==> config.mk <==
export PLATFORM = sky130hd
export DESIGN_NAME = simple_mac_rx_flat
export DESIGN_NICKNAME = d
export VERILOG_FILES = /design/src/rtl/simple_mac_rx_if.sv /design/src/rtl/simple_mac_rx.sv /design/src/flat_wrapper.sv
export SDC_FILE = /design/constraint.sdc
export NUM_CORES = 1
export LEC_CHECK = 0
export BUFFER_PORTS_ARGS = -buffer_cell sky130_fd_sc_hd__buf_4
export CORE_UTILIZATION = 49
export DETAILED_ROUTE_END_ITERATION = 16
export GPL_ROUTABILITY_DRIVEN = 0
export PLACE_DENSITY = 0.67
export SLEW_MARGIN = 40
export SYNTH_ARGS = -nofsm -noshare
export SYNTH_HDL_FRONTEND = slang
export SYNTH_SLANG_ARGS = --single-unit
export TNS_END_PERCENT = 30
==> constraint.sdc <==
create_clock -name eth_rxclk -period 6.9 [get_ports eth_rxclk]
set_input_delay 1.035 -clock eth_rxclk [delete_from_list [all_inputs] [get_ports eth_rxclk]]
set_output_delay 1.035 -clock eth_rxclk [all_outputs]
set_load 0.02 [all_outputs]
==> src/rtl/simple_mac_rx_if.sv <==
// MII receive pins plus the payload byte stream of the receive MAC.
interface simple_mac_rx_if;
  logic       eth_rxdv;
  logic       eth_rxer;
  logic [3:0] eth_rxd;
  logic [7:0] rx_data;
  logic       rx_valid;
  logic       rx_sop;
  logic       rx_eop;
  logic       rx_err;

  modport master (
    input  eth_rxdv, eth_rxer, eth_rxd,
    output rx_data, rx_valid, rx_sop, rx_eop, rx_err
  );
  modport slave (
    output eth_rxdv, eth_rxer, eth_rxd,
    input  rx_data, rx_valid, rx_sop, rx_eop, rx_err
  );
endinterface

==> src/rtl/simple_mac_rx.sv <==
// MII receive MAC: strips preamble/SFD and FCS, checks CRC-32 and length,
// and streams payload bytes with sop/eop/err framing.
module simple_mac_rx #(
  parameter int MIN_PREAMBLE = 1,
  parameter int MIN_FRAME    = 64,
  parameter int MAX_FRAME    = 1518
) (
  input  logic                   eth_rxclk,
  input  logic                   rst,
  simple_mac_rx_if.master        bus,
  output logic [15:0]            rx_good_frames,
  output logic [15:0]            rx_bad_frames
);
  localparam int CW = $clog2(MAX_FRAME + 2);
  localparam int PW = $clog2(MIN_PREAMBLE + 2);
  localparam logic [31:0] CRC_RESIDUE = 32'hDEBB20E3;

  typedef enum logic [1:0] {S_DROP, S_IDLE, S_PRE, S_DATA} state_t;

  state_t            state;
  logic [PW-1:0]     pre_cnt;
  logic [CW-1:0]     byte_cnt;
  logic [CW-1:0]     k_next;
  logic              phase;
  logic [3:0]        nib_lo;
  logic [31:0]       crc;
  logic              err_seen;
  logic [4:0][7:0]   sbuf;      // [4] is the oldest byte
  logic [7:0]        cur_byte;
  logic              bad_end;

  function automatic logic [31:0] crc_upd(input logic [31:0] c, input logic [7:0] d);
    logic [31:0] r;
    r = c ^ {24'h0, d};
    for (int i = 0; i < 8; i++)
      r = r[0] ? ((r >> 1) ^ 32'hEDB88320) : (r >> 1);
    return r;
  endfunction

  assign cur_byte = {bus.eth_rxd, nib_lo};
  assign k_next   = (byte_cnt == CW'(MAX_FRAME + 1)) ? byte_cnt : byte_cnt + 1'b1;
  assign bad_end  = (crc != CRC_RESIDUE) || (byte_cnt < CW'(MIN_FRAME)) || phase || err_seen;

  always_ff @(posedge eth_rxclk) begin
    if (rst) begin
      state          <= S_DROP;
      pre_cnt        <= '0;
      byte_cnt       <= '0;
      phase          <= 1'b0;
      nib_lo         <= '0;
      crc            <= '1;
      err_seen       <= 1'b0;
      sbuf           <= '0;
      bus.rx_data    <= '0;
      bus.rx_valid   <= 1'b0;
      bus.rx_sop     <= 1'b0;
      bus.rx_eop     <= 1'b0;
      bus.rx_err     <= 1'b0;
      rx_good_frames <= '0;
      rx_bad_frames  <= '0;
    end else begin
      bus.rx_valid <= 1'b0;
      bus.rx_sop   <= 1'b0;
      bus.rx_eop   <= 1'b0;
      bus.rx_err   <= 1'b0;
      case (state)
        S_DROP: if (!bus.eth_rxdv) state <= S_IDLE;
        S_IDLE: if (bus.eth_rxdv) begin
          if (bus.eth_rxd == 4'h5) begin
            state   <= S_PRE;
            pre_cnt <= PW'(1);
          end else begin
            state         <= S_DROP;
            rx_bad_frames <= rx_bad_frames + 16'd1;
          end
        end
        S_PRE: begin
          if (!bus.eth_rxdv) begin
            state         <= S_IDLE;
            rx_bad_frames <= rx_bad_frames + 16'd1;
          end else if (!bus.eth_rxer && bus.eth_rxd == 4'h5) begin
            if (pre_cnt < PW'(MIN_PREAMBLE)) pre_cnt <= pre_cnt + 1'b1;
          end else if (!bus.eth_rxer && bus.eth_rxd == 4'hD && pre_cnt >= PW'(MIN_PREAMBLE)) begin
            state    <= S_DATA;
            byte_cnt <= '0;
            crc      <= '1;
            phase    <= 1'b0;
            err_seen <= 1'b0;
          end else begin
            state         <= S_DROP;
            rx_bad_frames <= rx_bad_frames + 16'd1;
          end
        end
        S_DATA: begin
          if (bus.eth_rxdv) begin
            if (bus.eth_rxer) err_seen <= 1'b1;
            phase <= ~phase;
            if (!phase) begin
              nib_lo <= bus.eth_rxd;
            end else begin
              crc      <= crc_upd(crc, cur_byte);
              byte_cnt <= k_next;
              sbuf     <= {sbuf[3:0], cur_byte};
              // The 5-deep delay hides the 4 FCS bytes; the oldest byte leaves once it is known to be payload.
              if (k_next >= CW'(6)) begin
                bus.rx_data  <= sbuf[4];
                bus.rx_valid <= 1'b1;
                bus.rx_sop   <= (k_next == CW'(6));
              end
              if (k_next == CW'(MAX_FRAME + 1)) begin
                bus.rx_eop    <= 1'b1;
                bus.rx_err    <= 1'b1;
                rx_bad_frames <= rx_bad_frames + 16'd1;
                state         <= S_DROP;
              end
            end
          end else begin
            state <= S_IDLE;
            if (byte_cnt >= CW'(5)) begin
              bus.rx_data  <= sbuf[4];
              bus.rx_valid <= 1'b1;
              bus.rx_eop   <= 1'b1;
              bus.rx_sop   <= (byte_cnt == CW'(5));
              bus.rx_err   <= bad_end;
              if (bad_end) rx_bad_frames  <= rx_bad_frames + 16'd1;
              else         rx_good_frames <= rx_good_frames + 16'd1;
            end else begin
              rx_bad_frames <= rx_bad_frames + 16'd1;
            end
          end
        end
        default: state <= S_DROP;
      endcase
    end
  end
endmodule

==> src/flat_wrapper.sv <==
// flat-port wrapper written by rule: the top's interface ports become plain ports
module simple_mac_rx_flat 
#(
  parameter int MIN_PREAMBLE = 1,
  parameter int MIN_FRAME    = 64,
  parameter int MAX_FRAME    = 1518
)
  (eth_rxclk, rst, rx_good_frames, rx_bad_frames, bus_eth_rxdv, bus_eth_rxer, bus_eth_rxd, bus_rx_data, bus_rx_valid, bus_rx_sop, bus_rx_eop, bus_rx_err);
  simple_mac_rx_if bus_i ();
  input  logic eth_rxclk;
  input  logic rst;
  output logic [15:0] rx_good_frames;
  output logic [15:0] rx_bad_frames;
  input wire logic [$bits(bus_i.eth_rxdv)-1:0] bus_eth_rxdv;
  input wire logic [$bits(bus_i.eth_rxer)-1:0] bus_eth_rxer;
  input wire logic [$bits(bus_i.eth_rxd)-1:0] bus_eth_rxd;
  output wire logic [$bits(bus_i.rx_data)-1:0] bus_rx_data;
  output wire logic [$bits(bus_i.rx_valid)-1:0] bus_rx_valid;
  output wire logic [$bits(bus_i.rx_sop)-1:0] bus_rx_sop;
  output wire logic [$bits(bus_i.rx_eop)-1:0] bus_rx_eop;
  output wire logic [$bits(bus_i.rx_err)-1:0] bus_rx_err;
  assign bus_i.eth_rxdv = bus_eth_rxdv;
  assign bus_i.eth_rxer = bus_eth_rxer;
  assign bus_i.eth_rxd = bus_eth_rxd;
  assign bus_rx_data = bus_i.rx_data;
  assign bus_rx_valid = bus_i.rx_valid;
  assign bus_rx_sop = bus_i.rx_sop;
  assign bus_rx_eop = bus_i.rx_eop;
  assign bus_rx_err = bus_i.rx_err;
  simple_mac_rx #(.MIN_PREAMBLE(MIN_PREAMBLE), .MIN_FRAME(MIN_FRAME), .MAX_FRAME(MAX_FRAME)) u_core (.eth_rxclk(eth_rxclk), .rst(rst), .bus(bus_i), .rx_good_frames(rx_good_frames), .rx_bad_frames(rx_bad_frames));
endmodule
==> out/qor.csv <==
metric;value;unit
status;finished clean;
synth-edff-count;0;
vias;5480;
hpwl;10100;µm
slowest_stage;nor4_2;
final_util;58.9;%
setup_viol;0;
cts_htree_levels;4;
timing.final.crit_share;48.9;%
final_cells;978;
dr.first_iter.drc_count;439;
crit_fanout;11;
skew;11.0;ps
die_w;117;µm
wl_met3;621;µm
endpoint_kind;flop;
yosysWarnings;0;
antenna_found_initial;0;
core_area;12800;µm²
synth_ff_type;dfxtp_1;
clk_pin_slew;60;ps
p_clk_share;50.3;%
syn_inst;764;
ctsHoldBuffers;0;
cp-start-kind;flop;
drt-total-wl;14900;µm
first_pass_iters;5;
areaGrowthSynthToFinish;16.2;%
design_area;7530;µm²
comb_power_share;4.0;%
final_nets;806;
placed_area;6940;µm²
nFillCells;1166;
p_leak;2.64;nW
critPathKind;reg2reg;
grt_use_total;23.1;%
dp.cells;946;
clock_latency;420;ps
start_util;50.7;%
hold_viol_final;0;
p_switching;0.401;mW
ys_ff_latch;137;
rsz0062_at_grt;no;
dieArea;13700;µm²
numPortBuffers;51;
cts_tree;done;
met2_length;7200;µm
critical_path_arrival;3670;ps
synthDistinctLibCells;62;
synth_seq_area_share;42.3;%
max-cap-violations;0;
fmax;296;MHz
intPower;1.34;mW
post_cts.repair.setup_buffers;0;
timing.final.crit_period;3370;ps
grt_overflow;0;
hold_path.class;reg2reg;
via_per_inst;5.60;
clkSinkCount;137;
num_rows;41;
worstMarginPinSlew;849;ps
cpPeakStageDelay;680;ps
ir_worst_vdd;171;µV
post_cts_resized;0;
grt_max_degree;67;
grt_pass1_wl;24300;µm
cts_buffer_depth;2;
maxSlewHeadroom;42.9;%
required;7190;ps
crit_chain;ha_1, nand3_2, nor4_2, a21oi_1, and3b_1, a211oi_4, mux2i_1, nor2_1;
clockRootBuffer;clkbuf_16;
syn_area_per_cell;8.48;µm²
die_h;117;µm
swShare;23.1;%
met1_length;6760;µm
grt_pass1_vias;5000;
top_layer;met4;
synth_nets;777;
syn_area;6480;µm²
n_antenna_cell;0;
timing.final.max_slew_violations;0;
fin_tns_setup;0;ps
num_io_pins;52;
drc_errors;0;
synth_async_sr_flop_share;0;%
final_layout_size_suffix_gt1_share;12.9;%
postRouteAntennaNets;0;
numCtsBuffers;17;
powerDensity;231;nW/µm²
wl_per_cell;15.2;µm
seqPwrFrac;45.7;%
[Yosys cell counts (2+ instances only)]
master,count,area [µm²]
dfxtp_1,137,2740
nand2_1,112,420
a21oi_1,85,425
nor2_1,55,206
xnor2_1,55,482
clkbuf_1,31,116
xor2_1,27,236
o21ai_0,26,130
inv_1,17,63.8
mux2i_1,16,160
nand3_1,15,75.1
o31ai_1,15,113
o22ai_1,12,75.1
or3_1,12,75.1
nand2b_1,11,68.8
nand4_1,11,68.8
and3_1,10,62.6
nor3_1,10,50.1
buf_2,9,45.0
or4_1,9,67.6
o22a_1,7,61.3
nor4_1,6,37.5
and2_1,5,31.3
ha_1,5,62.6
nor2b_1,5,31.3
a31oi_1,4,25.0
and4b_1,4,40.0
o211ai_1,4,30.0
buf_1,3,11.3
nor4bb_1,3,30.0
o41ai_1,3,26.3
a211o_1,2,17.5
a211oi_1,2,15.0
a21o_1,2,15.0
and4_1,2,17.5
nand3b_1,2,15.0
o21a_1,2,15.0
o21ai_2,2,17.5
o21bai_1,2,15.0
xor2_2,2,32.5
[flip-flops by register name (all words and copies together) (netlist names), 4 cells and up]
name / cells
u_core.nib_lo: 4
u_core.bus.rx_data: 8
u_core.byte_cnt: 11
u_core.rx_good_frames: 16
u_core.crc: 32
u_core.rx_bad_frames: 16
u_core.sbuf: 40
[power groups by stage]
stage / logic [mW] / clock network (mW) / registers (mW)
2_1_floorplan: 0.0534 / 0 / 0.811
3_3_place_gp: 0.0678 / 0 / 0.812
3_5_place_dp: 0.0693 / 0 / 0.812
4_1_cts: 0.0701 / 0.891 / 0.794
5_1_grt: 0.0776 / 0.925 / 0.794
6_report: 0.0703 / 0.874 / 0.795
[cell type report]
| type | instances | area [µm²] | share of cell area, % |
|---|---|---|---|
| clock inverters | 11 | 111 | 1.48 |
| repair buffers | 55 | 413 | 5.48 |
| well taps | 172 | 215 | 2.86 |
| clock buffers | 21 | 460 | 6.11 |
| multi-input cells | 565 | 3520 | 46.8 |
| flip-flops and latches | 137 | 2740 | 36.4 |
| inverters | 17 | 63.8 | 0.847 |
[logic make-up after synthesis]
family,after synthesis,synth area share [%]
AO/OA/AOI/OAI,176,16.6
XOR/XNOR,85,12.0
adder cells (fa/ha/maj),5,0.966
buffers and inverters,62,3.94
flip-flops,137,42.3
multiplexers,17,2.65
AND/OR/NAND/NOR,282,21.6
[final timing paths]
kind                                    from                            endpoint  slack (ps)  cells after the start
max          u_core.byte_cnt[0]$_SDFFE_PP0P_  u_core.bus.rx_data[0]$_SDFFE_PP0P_        3530                      8
min              u_core.sbuf[7]$_SDFFE_PP0P_        u_core.sbuf[15]$_SDFFE_PP0P_         450                      2
max reg2reg  u_core.byte_cnt[0]$_SDFFE_PP0P_  u_core.bus.rx_data[0]$_SDFFE_PP0P_        3530                      8
min reg2reg      u_core.sbuf[7]$_SDFFE_PP0P_        u_core.sbuf[15]$_SDFFE_PP0P_         450                      2
[stage by stage]
| step | total power, mW | hold WS [ps] | setup slack (ps) |
|---|---|---|---|
| after detailed placement | 0.881 | 443 | 3530 |
| after floorplan | 0.865 | 432 | 4020 |
| final | 1.74 | 449 | 3530 |
| after CTS | 1.76 | 451 | 3510 |
| after global placement | 0.880 | 439 | 3450 |
| after global routing | 1.80 | 464 | 3290 |
[critical path, delay by kind of cell (launching register included)]
| kind | cells | cell delay, ps |
|---|---|---|
| adder cells (fa/ha/maj) | 1 | 390 |
| AO/OA/AOI/OAI | 2 | 790 |
| multiplexers | 1 | 290 |
| flip-flops | 1 | 560 |
| AND/OR/NAND/NOR | 4 | 1210 |
[cells in the final DEF (no fill, tap or decap), drive strengths merged, types with 3 or more instances in the layout]
cell and instances:
o22a 7, dfxtp 137, a21oi 85, nand2 112
nand4 11, and4b 4, xor2 29, o21ai 29
inv 21, a31oi 4, xnor2 55, o31ai 15
o22ai 12, or4 9, nor2b 5, mux2i 16
clkinv 4, a2111oi 3, nor4bb 3, clkbuf 21
and3 10, nor3 11, ha 5, o211ai 4
o41ai 3, nand3 16, buf 55, and2 6
or3 12, nor2 55, nor4 7, nand2b 11
[metal layers]
metal	vias up	global-route usage [%]
met5	-	0
met4	0	10.0
met3	27	5.97
met2	125	36.6
met1	2601	29.7
li1	2727	-
Note: power is estimated with default switching activity, not from simulation.
